File: src/rtl/fetch_pkg.sv
// -----------------------------------------------------------------------------
// fetch_pkg
// Shared definitions for the instruction fetch stage:
//   XLEN / ILEN      : PC width and instruction width
//   HALT_WORD        : instruction word that stops fetching
//   QENTRY_W         : width of one fetch-queue entry ({pc, word})
//   fetch_state_e    : fetch controller states
//   fetch_entry_t    : packed queue entry
//   align_pc()       : clears the byte-offset bits of a PC
// -----------------------------------------------------------------------------
package fetch_pkg;

  localparam int XLEN     = 64;
  localparam int ILEN     = 32;
  localparam int QENTRY_W = XLEN + ILEN;

  localparam logic [ILEN-1:0] HALT_WORD = 32'h0;

  typedef enum logic [1:0] {
    ST_IDLE = 2'd0,
    ST_RUN  = 2'd1,
    ST_HALT = 2'd2
  } fetch_state_e;

  typedef struct packed {
    logic [XLEN-1:0] pc;
    logic [ILEN-1:0] word;
  } fetch_entry_t;

  // Instructions are word aligned; any low byte-offset bits are dropped.
  function automatic logic [XLEN-1:0] align_pc(input logic [XLEN-1:0] pc);
    return {pc[XLEN-1:2], 2'b00};
  endfunction

endpackage

File: src/rtl/fetch_queue.sv
// -----------------------------------------------------------------------------
// fetch_queue
// Two-entry FIFO holding fetched {pc, word} entries between the instruction
// memory and the memory-access stage.
// Ports:
//   clk      : clock, all state on rising edge
//   rst_ni   : asynchronous active-low reset, empties the queue
//   push_i   : write data_i at the tail (ignored when full without a pop)
//   pop_i    : drop the head entry (ignored when empty)
//   flush_i  : discard all entries; dominates push and pop
//   data_i   : entry to push
//   data_o   : head entry (meaningful only when !empty_o)
//   full_o   : both slots occupied
//   empty_o  : no slot occupied
// -----------------------------------------------------------------------------
module fetch_queue
  import fetch_pkg::*;
#(
  parameter int W = QENTRY_W
) (
  input  logic         clk,
  input  logic         rst_ni,
  input  logic         push_i,
  input  logic         pop_i,
  input  logic         flush_i,
  input  logic [W-1:0] data_i,
  output logic [W-1:0] data_o,
  output logic         full_o,
  output logic         empty_o
);

  logic [W-1:0] slot_q [2];
  logic         wr_ptr_q, wr_ptr_d;
  logic         rd_ptr_q, rd_ptr_d;
  logic [1:0]   count_q,  count_d;
  logic         push_ok;
  logic         pop_ok;

  assign full_o  = (count_q == 2'd2);
  assign empty_o = (count_q == 2'd0);
  assign data_o  = slot_q[rd_ptr_q];

  // A push into a full queue is legal only when the head leaves in the
  // same cycle, which frees the slot being overwritten.
  assign pop_ok  = pop_i  && !empty_o && !flush_i;
  assign push_ok = push_i && !flush_i && (!full_o || pop_ok);

  always_comb begin
    count_d  = count_q;
    wr_ptr_d = wr_ptr_q;
    rd_ptr_d = rd_ptr_q;
    if (flush_i) begin
      count_d  = 2'd0;
      wr_ptr_d = 1'b0;
      rd_ptr_d = 1'b0;
    end else begin
      if (push_ok) wr_ptr_d = ~wr_ptr_q;
      if (pop_ok)  rd_ptr_d = ~rd_ptr_q;
      case ({push_ok, pop_ok})
        2'b10:   count_d = count_q + 2'd1;
        2'b01:   count_d = count_q - 2'd1;
        default: count_d = count_q;
      endcase
    end
  end

  always_ff @(posedge clk or negedge rst_ni) begin
    if (!rst_ni) begin
      count_q  <= 2'd0;
      wr_ptr_q <= 1'b0;
      rd_ptr_q <= 1'b0;
    end else begin
      count_q  <= count_d;
      wr_ptr_q <= wr_ptr_d;
      rd_ptr_q <= rd_ptr_d;
    end
  end

  // Payload storage carries no reset; occupancy is tracked by count_q.
  always_ff @(posedge clk) begin
    if (push_ok) slot_q[wr_ptr_q] <= data_i;
  end

endmodule

File: src/rtl/instr_fetch_stage.sv
// -----------------------------------------------------------------------------
// instr_fetch_stage
// Fetches 32-bit instructions from a loadable instruction memory and presents
// them, with their byte PC, to the memory-access stage through a 2-entry queue.
// Fetching stops on the halt word and restarts on a redirect.
// Ports:
//   clk          : clock, all state on rising edge
//   rst          : asynchronous active-low reset
//   load_en      : write load_data to instruction memory at load_addr
//   load_addr    : word address of the load
//   load_data    : instruction word to store
//   redirect_en  : flush the queue and restart fetching at redirect_pc
//   redirect_pc  : new byte PC (low two bits ignored)
//   ready        : downstream accepts the head instruction this cycle
//   I            : head instruction (0 when !valid)
//   pc_out       : byte PC of I (0 when !valid)
//   valid        : I / pc_out carry a real instruction
//   halted       : fetch stopped on the halt word
// -----------------------------------------------------------------------------
module instr_fetch_stage
  import fetch_pkg::*;
#(
  parameter int              MEM_WORDS = 64,
  parameter logic [XLEN-1:0] RESET_PC  = 64'h0
) (
  input  logic                         clk,
  input  logic                         rst,
  input  logic                         load_en,
  input  logic [$clog2(MEM_WORDS)-1:0] load_addr,
  input  logic [ILEN-1:0]              load_data,
  input  logic                         redirect_en,
  input  logic [XLEN-1:0]              redirect_pc,
  input  logic                         ready,
  output logic [ILEN-1:0]              I,
  output logic [XLEN-1:0]              pc_out,
  output logic                         valid,
  output logic                         halted
);

  localparam int AW = $clog2(MEM_WORDS);

  fetch_state_e    state_q,  state_d;
  logic [XLEN-1:0] pc_q,     pc_d;
  logic            halted_q, halted_d;

  logic [ILEN-1:0] imem_q [MEM_WORDS];
  logic [AW-1:0]   fetch_idx;
  logic [ILEN-1:0] fetch_word;
  logic            fetch_is_halt;
  logic            fetch_en;

  fetch_entry_t    q_push_data;
  fetch_entry_t    q_head;
  logic            q_push;
  logic            q_pop;
  logic            q_full;
  logic            q_empty;

  // ---------------------------------------------------------------------------
  // Instruction memory. Loads are plain synchronous writes and are not
  // affected by reset, so a program survives a reset pulse.
  // ---------------------------------------------------------------------------
  always_ff @(posedge clk) begin
    if (load_en) imem_q[load_addr] <= load_data;
  end

  // Upper PC bits are ignored, so the fetch address wraps around the memory.
  assign fetch_idx     = pc_q[AW+1:2];
  assign fetch_word    = imem_q[fetch_idx];
  assign fetch_is_halt = (fetch_word == HALT_WORD);

  // ---------------------------------------------------------------------------
  // Fetch decision. The queue slot written at the fetch edge acts as the
  // memory's read register, giving one cycle from fetch to valid output.
  // Because the write port uses a non-blocking update, a fetch that coincides
  // with a load of the same word captures the old contents.
  // ---------------------------------------------------------------------------
  assign q_pop    = valid && ready;
  assign fetch_en = (state_q == ST_RUN) && !redirect_en && (!q_full || q_pop);

  // The halt word itself never enters the queue.
  assign q_push           = fetch_en && !fetch_is_halt;
  assign q_push_data.pc   = pc_q;
  assign q_push_data.word = fetch_word;

  fetch_queue #(
    .W (QENTRY_W)
  ) u_queue (
    .clk     (clk),
    .rst_ni  (rst),
    .push_i  (q_push),
    .pop_i   (q_pop),
    .flush_i (redirect_en),
    .data_i  (q_push_data),
    .data_o  (q_head),
    .full_o  (q_full),
    .empty_o (q_empty)
  );

  // ---------------------------------------------------------------------------
  // Fetch controller. Redirect overrides every other transition.
  // ---------------------------------------------------------------------------
  always_comb begin
    state_d  = state_q;
    pc_d     = pc_q;
    halted_d = halted_q;
    if (redirect_en) begin
      state_d  = ST_RUN;
      pc_d     = align_pc(redirect_pc);
      halted_d = 1'b0;
    end else begin
      case (state_q)
        ST_IDLE: begin
          state_d = ST_RUN;
        end
        ST_RUN: begin
          if (fetch_en) begin
            if (fetch_is_halt) begin
              // PC stays on the halt word.
              state_d  = ST_HALT;
              halted_d = 1'b1;
            end else begin
              pc_d = pc_q + XLEN'(4);
            end
          end
        end
        ST_HALT: begin
          state_d = ST_HALT;
        end
        default: begin
          state_d  = ST_IDLE;
          halted_d = 1'b0;
        end
      endcase
    end
  end

  always_ff @(posedge clk or negedge rst) begin
    if (!rst) begin
      state_q  <= ST_IDLE;
      pc_q     <= RESET_PC;
      halted_q <= 1'b0;
    end else begin
      state_q  <= state_d;
      pc_q     <= pc_d;
      halted_q <= halted_d;
    end
  end

  // ---------------------------------------------------------------------------
  // Outputs. The head is held in the queue until accepted, so I / pc_out stay
  // stable while valid && !ready; they read as zero when nothing is queued.
  // ---------------------------------------------------------------------------
  assign valid  = !q_empty;
  assign I      = valid ? q_head.word : '0;
  assign pc_out = valid ? q_head.pc   : '0;
  assign halted = halted_q;

endmodule

File: config.mk
export PLATFORM = sky130hd
export DESIGN_NAME = instr_fetch_stage
export DESIGN_NICKNAME = d
export VERILOG_FILES = /design/src/rtl/fetch_pkg.sv /design/src/rtl/fetch_queue.sv /design/src/rtl/instr_fetch_stage.sv
export SDC_FILE = /design/constraint.sdc
export NUM_CORES = 2
export LEC_CHECK = 0
export BUFFER_PORTS_ARGS = -buffer_cell sky130_fd_sc_hd__buf_2
export CAP_MARGIN = 20
export CELL_PAD_IN_SITES_DETAIL_PLACEMENT = 1
export CELL_PAD_IN_SITES_GLOBAL_PLACEMENT = 1
export CORE_ASPECT_RATIO = 1.2
export CORE_MARGIN = 5
export CORE_UTILIZATION = 33
export DETAILED_ROUTE_END_ITERATION = 10
export MAX_ROUTING_LAYER = met4
export PLACE_DENSITY_LB_ADDON = 0.1
export RECOVER_POWER = 100
export SYNTH_ARGS = -nofsm -noshare
export SYNTH_HDL_FRONTEND = slang
export SYNTH_HIERARCHICAL = 1
export SYNTH_SLANG_ARGS = --single-unit
export TNS_END_PERCENT = 30
File: constraint.sdc
create_clock -name clk -period 19.12 [get_ports clk]
set_input_delay 0 -clock clk [delete_from_list [all_inputs] [get_ports clk]]
set_output_delay 0 -clock clk [all_outputs]
set_load 0.01 [all_outputs]
Yosys cells after proc, flatten, opt, wreduce, memory -nomap -nowiden
Memory sizes are Yosys's and may differ from the RTL's.
Cells that the tools add are included.
W data, S select, Z words.
{"block": "totals", "ramBits": 2240, "out_inout_bits": 98, "memories": 2, "ff_bits": 71}
{"block": "op_classes", "addsub": 3, "mux": 24, "eq_ne": 9, "reduce_logical": 26, "bitwise_logic": 2}
{"name": "imem_q", "words": 64, "width": 32, "read_ports": 1, "rd_clocked_by_memory_dff": 0, "wr": 1, "line": "instr_fetch_stage.sv:46", "source": "logic [ILEN-1:0] imem_q [MEM_WORDS];"}
{"name": "u_queue.slot_q", "words": 2, "width": 96, "read_ports": 1, "rd_clocked_by_memory_dff": 0, "wr": 1, "line": "fetch_queue.sv:32", "source": "logic [W-1:0] slot_q [2];"}
{"op": "$mux W64", "n": 5}
{"op": "$add A64 B3 Y64 const B", "n": 1}
{"op": "$logic_not A32 Y1", "n": 1}
{"op": "$mux W32", "n": 1}
{"op": "$mux W1", "n": 11}
{"op": "$logic_and A1 B1 Y1", "n": 8}
{"op": "$mux W2", "n": 4}
{"op": "$reduce_bool A2 Y1", "n": 4}
{"op": "$eq A2 B2 Y1 const B", "n": 3}
{"op": "$ne A3 B3 Y1 const B", "n": 2}
{"op": "$pmux W2 S3", "n": 1}
{"op": "$reduce_and A3 Y1", "n": 2}
{"op": "$eq A2 B1 Y1 const B", "n": 2}
{"op": "$logic_not A1 Y1", "n": 4}
{"op": "$logic_not A2 Y1", "n": 2}
{"op": "$pmux W2 S2", "n": 1}
{"op": "$reduce_bool A3 Y1", "n": 1}
{"op": "$add A2 B1 Y2 const B", "n": 1}
{"op": "$logic_or A1 B1 Y1", "n": 2}
{"op": "$ne A2 B1 Y1 const B", "n": 1}
{"op": "$ne A2 B2 Y1 const B", "n": 1}
{"op": "$not A1 Y1", "n": 2}
{"op": "$pmux W1 S2", "n": 1}
{"op": "$reduce_and A2 Y1", "n": 1}
{"op": "other kinds (2)", "n": 2}

Depth between registers and ports, before layout
{"block": "logic_depth", "depth_word": 11, "mapped_depth": 20, "ltp_nobuf": 13}

Modules after synthesis
The synthesis kept the hierarchy.
{"module": "instr_fetch_stage", "seq_area_each_um2": 63125.5, "cells_per_inst": 4290, "n_inst": 1, "area_each_um2": 83682.8}
{"module": "fetch_queue", "seq_area_each_um2": 5865.6, "cells_per_inst": 324, "n_inst": 1, "area_each_um2": 7287.0}

Worst setup path after synthesis
No wires, ideal clock.
{"block": "synth_path", "path_kind": "register to register", "from": "reg pc_q[2]", "to": "mem u_queue/slot_q[1][0] (netlist bit) (enable)", "path_buffers": 5, "setup_ns": 0.818, "path_stages_with_launch": 17, "setup_slack_ns": 5.420, "required_time_ns": 18.302, "t_arrival_ns": 12.882, "path_cell_list": "dfrtp_1 -> buf_6 -> buf_4 -> buf_4 -> inv_1 -> buf_4 -> clkbuf_1 -> nor2_1 -> a22oi_1 -> nand3_1 -> a311oi_1 -> nor4_1 -> nand4_1 -> nand2_1 -> nor2_1 -> inv_1 -> nor4b_1"}
{"block": "synth_via", "elab_chain_cells": 8}
{"element": "start, declared", "line": "instr_fetch_stage.sv:43", "source": "logic [XLEN-1:0] pc_q, pc_d;"}
{"element": "start signal, assigned", "line": "instr_fetch_stage.sv:145", "source": "pc_q <= pc_d;"}
{"element": "$mem_v2 Z64 W32"}
{"element": "$logic_not A32 Y1", "line": "instr_fetch_stage.sv:70", "source": "assign fetch_is_halt = (fetch_word == HALT_WORD);"}
{"element": "$logic_not A1 Y1", "line": "instr_fetch_stage.sv:82", "source": "assign q_push = fetch_en && !fetch_is_halt;"}
{"element": "$logic_and A1 B1 Y1", "line": "instr_fetch_stage.sv:82"}
{"element": "via q_push", "line": "instr_fetch_stage.sv:54", "source": "logic q_push;"}
{"element": "$logic_and A1 B1 Y1 (2 in series)", "line": "fetch_queue.sv:46", "source": "assign push_ok = push_i && !flush_i && (!full_o || pop_ok);"}
{"element": "$mux W1", "line": "fetch_queue.sv:81", "source": "if (push_ok) slot_q[wr_ptr_q] <= data_i;"}
{"element": "$mux W1 (implied by the code)", "line": "fetch_queue.sv:81"}
{"element": "end, declared", "line": "fetch_queue.sv:32"}
The timed path passes the listed nets, and every way through them passes these cells.

Worst setup path in the final report
{"block": "layout_path", "from": "reg pc_q[2]", "to": "mem u_queue/slot_q[0][91] (netlist bit) (enable)"}
{"block": "layout_via", "elab_chain_cells": 8}
{"element": "$mem_v2 Z64 W32"}
{"element": "via fetch_word[2]", "line": "instr_fetch_stage.sv:48", "source": "logic [ILEN-1:0] fetch_word;"}
{"element": "$logic_not A32 Y1", "line": "instr_fetch_stage.sv:70"}
{"element": "$logic_not A1 Y1", "line": "instr_fetch_stage.sv:82"}
{"element": "$logic_and A1 B1 Y1", "line": "instr_fetch_stage.sv:82"}
{"element": "via q_push", "line": "instr_fetch_stage.sv:54"}
{"element": "$logic_and A1 B1 Y1 (2 in series)", "line": "fetch_queue.sv:46"}
{"element": "$mux W1", "line": "fetch_queue.sv:81"}
{"element": "$mux W1 (implied by the code)", "line": "fetch_queue.sv:81"}
The timed path passes the listed nets, and every way through them passes these cells.

==> flow_metrics.tcl <==
set metrics [dict create \
    outcome "finished, violations left" \
    violations "capacitance limit, slew limit" \
    worstRegToRegCells 17 \
    core_area_mm2 0.275 \
    clk_latency_ns 0.91 \
    die_y_um 585 \
    grt_pass1_vias 51274 \
    ant_nets 0 \
    cts_setup_buffers 0 \
    p_leak_uw 0.0330 \
    first_pass_iters 5 \
    worst_pin_slew_ns 5.56 \
    cts_resized 0 \
    avgSynthCellArea_um2 19.7 \
    yosysMostFrequentCell "edfxtp_1" \
    cp.required_ns 19.58 \
    antenna_found_initial 20 \
    die_w_um 489 \
    drv_cap 129 \
    fin_nets 5280 \
    area_growth_pct 15.7 \
    numClockSinks 2309 \
    grt_max_degree 104 \
    rows 211 \
    worstSetupStartpointType "flip-flop" \
    min_period_ns 12.76 \
    synth_common_cells "2240 x edfxtp_1, 392 x mux4_2, 270 x mux2i_1" \
    yosysSeqAreaShare_pct 75.8 \
    grt_pass1_wl_mm 421 \
    cp-end-kind "flip-flop" \
    slew_viol_final 4410 \
    grt_usage_pct 21.6 \
    postSynthCellCount 4614 \
    cts_buffer_depth 4 \
    synth.area.top_cells "edfxtp_1 74%, mux4_2 9.7%, mux2i_1 3.0%" \
    synth_top_area_share_pct 73.9 \
    max_slew_margin_pct -270 \
    ioPinCount 205 \
    dieArea_mm2 0.286 \
    ys_ff_latch 2309 \
    vias 48422 \
    rsz0062_at_grt "false" \
    fin_crit_sh_pct 66.8 \
    synth_area_leader_cell "edfxtp_1" \
    finalHoldViolations 0 \
    yosysUniqueCellTypes 79 \
    synth_area_mm2 0.0910 \
    portBuffers 202 \
    gp_congestion 0.773 \
    numCtsBuffers 243 \
    worstPathMaxFanout 35 \
    drt_iter0_markers 4306 \
    setup_tns_ns 0 \
    wl_per_cell_um 34.0 \
    arrival_ns 13.22 \
    drc 0 \
    grt-ovfl-total 0 \
    yosysWarnings 6 \
    htree_levels 4 \
    path_clk_slew_ns 0.06 \
    wl_mm 305 \
    cts_root_buffer "clkbuf_16" \
    dpl.hpwl_mm 176 \
    async_flop_share_pct 2.99 \
    power.density_mw_per_mm2 125 \
    worst_clock_skew_ns 0.0615 \
    synth_edf_count 2240 \
    vdd_ir_drop_max_v 0.0000758 \
    cts_tree "yes" \
    fillers 26586 \
    via_per_inst 5.39 \
    synth_flop_cell "edfxtp_1" \
    total_power_uw 13200 \
    finalSetupViolCount 0 \
    drive_gt1_share_pct 19.8 \
    start_util_pct 33.1 \
    min_path_cells 3 \
    min_path_type "input port to flip-flop" \
    fmax_mhz 78.3 \
    crit_type "flip-flop to flip-flop" \
]
state kept, by name, indices dropped and copies added, names as in the netlist:
name and flops:
u_queue/wr_ptr_q 1, u_queue/rd_ptr_q 1, pc_q 62, imem_q 2048, halted 1, state_q 2
u_queue/slot_q 192, u_queue/count_q 2
critical path, cell delays in order (launching register included):
cell	delay, ns
dfrtp_1	1.54
clkbuf_1	2.18
clkbuf_1	2.47
nor2b_1	0.46
clkbuf_1	0.61
a22oi_1	0.37
a221oi_1	0.13
nor3_1	0.70
a221o_1	0.55
or3b_1	0.21
nor4b_1	0.07
nand4_1	0.16
buf_4	0.25
nand2_1	0.23
nor2_1	0.40
inv_1	0.16
nor4_1	0.41
clkbuf_1	1.25
through the flow:
stage / worst slack, ns / utilization, % / std cells / area (um2) / hold WS [ns]
floorplan: 5.42 / - / 4617 / 91000 / -0.296
global placement: 10.50 / 35.3 / 8351 / 97000 / -0.0800
detailed placement: 10.45 / 35.3 / 8353 / 97000 / -0.0802
CTS: 10.39 / 38.6 / 8967 / 106000 / 0.129
global route: 5.37 / 38.3 / 8987 / 105000 / 0.0944
finish: 6.36 / 38.3 / 8990 / 105000 / 0.0988
final timing paths:
path	start	endpoint	slack [ns]
min	load_addr[5]	imem_q[50][10]	0.1
min reg2reg	pc_q[63]	u_queue/slot_q[1][95]	0.51
max in group asynchronous	rst	u_queue/rd_ptr_q	15.12
max reg2reg	pc_q[2]	u_queue/slot_q[0][91]	6.36
max	pc_q[2]	u_queue/slot_q[0][91]	6.36
min in group asynchronous	rst	pc_q[19]	0.74
per-layer routing:
layer	GRT usage [%]	share of wire, %	vias to the layer above
li1	-	-	20137
met1	28.9	44	26613
met2	36.0	50	1267
met3	2.39	4.4	405
met4	4.37	2.2	0
met5	-	0	-
cell type report:
class	count	area [um2]	area share, %
diodes	13	32.5	0.0309
inverters	13	51.3	0.0487
repair buffers	572	3740	3.56
multi-input cells	2030	20700	19.7
clock inverters	122	781	0.742
flip-flops and latches	2309	69000	65.5
clock buffers	310	6440	6.12
well taps	3621	4530	4.30
timing repair:
item,in CTS,in global routing
setup endpoints to repair,0,0
endpoints found under the hold margin,2253,22
hold buffers,182,3
power breakdown:
part           total [uW]  switching, uW  internal [uW]
Combinational        2950           1840           1120
Clock                4440           1970           2470
Sequential           5790           91.1           5700
cell usage in the layout, fill, tap and decap left out, types with 14 or more instances in the layout:
master         count
a22oi_1          134
mux2_4            30
and2_1            16
a221oi_1          24
nand3_1           84
o31ai_1           22
o221ai_1          14
buf_2             95
or4_1             23
clkbuf_16        247
a21oi_1           45
mux2_2           105
buf_4             72
edfxtp_1        2240
and3_1            22
nand2_1          158
dfrtp_1           68
clkbuf_1         278
o22ai_1           20
nor2_1           142
dlygate4sd3_1    185
o21ai_0           67
nor2_4            29
mux2i_1          270
mux4_2           392
clkinv_2          45
nand4_1           36
clkinv_1          61
or3_1             32
nor2b_1          118
a31oi_1           60
cell families after synthesis:
logic type | synth area share (%)
flops | 75.8
fa+ha+maj | 0.0550
other cells | 0.00412
compound gates | 3.80
simple gates | 4.11
xor+xnor | 0.00963
mux | 14.5
buf+inv | 1.71
Power figures use the tool's default switching activity.
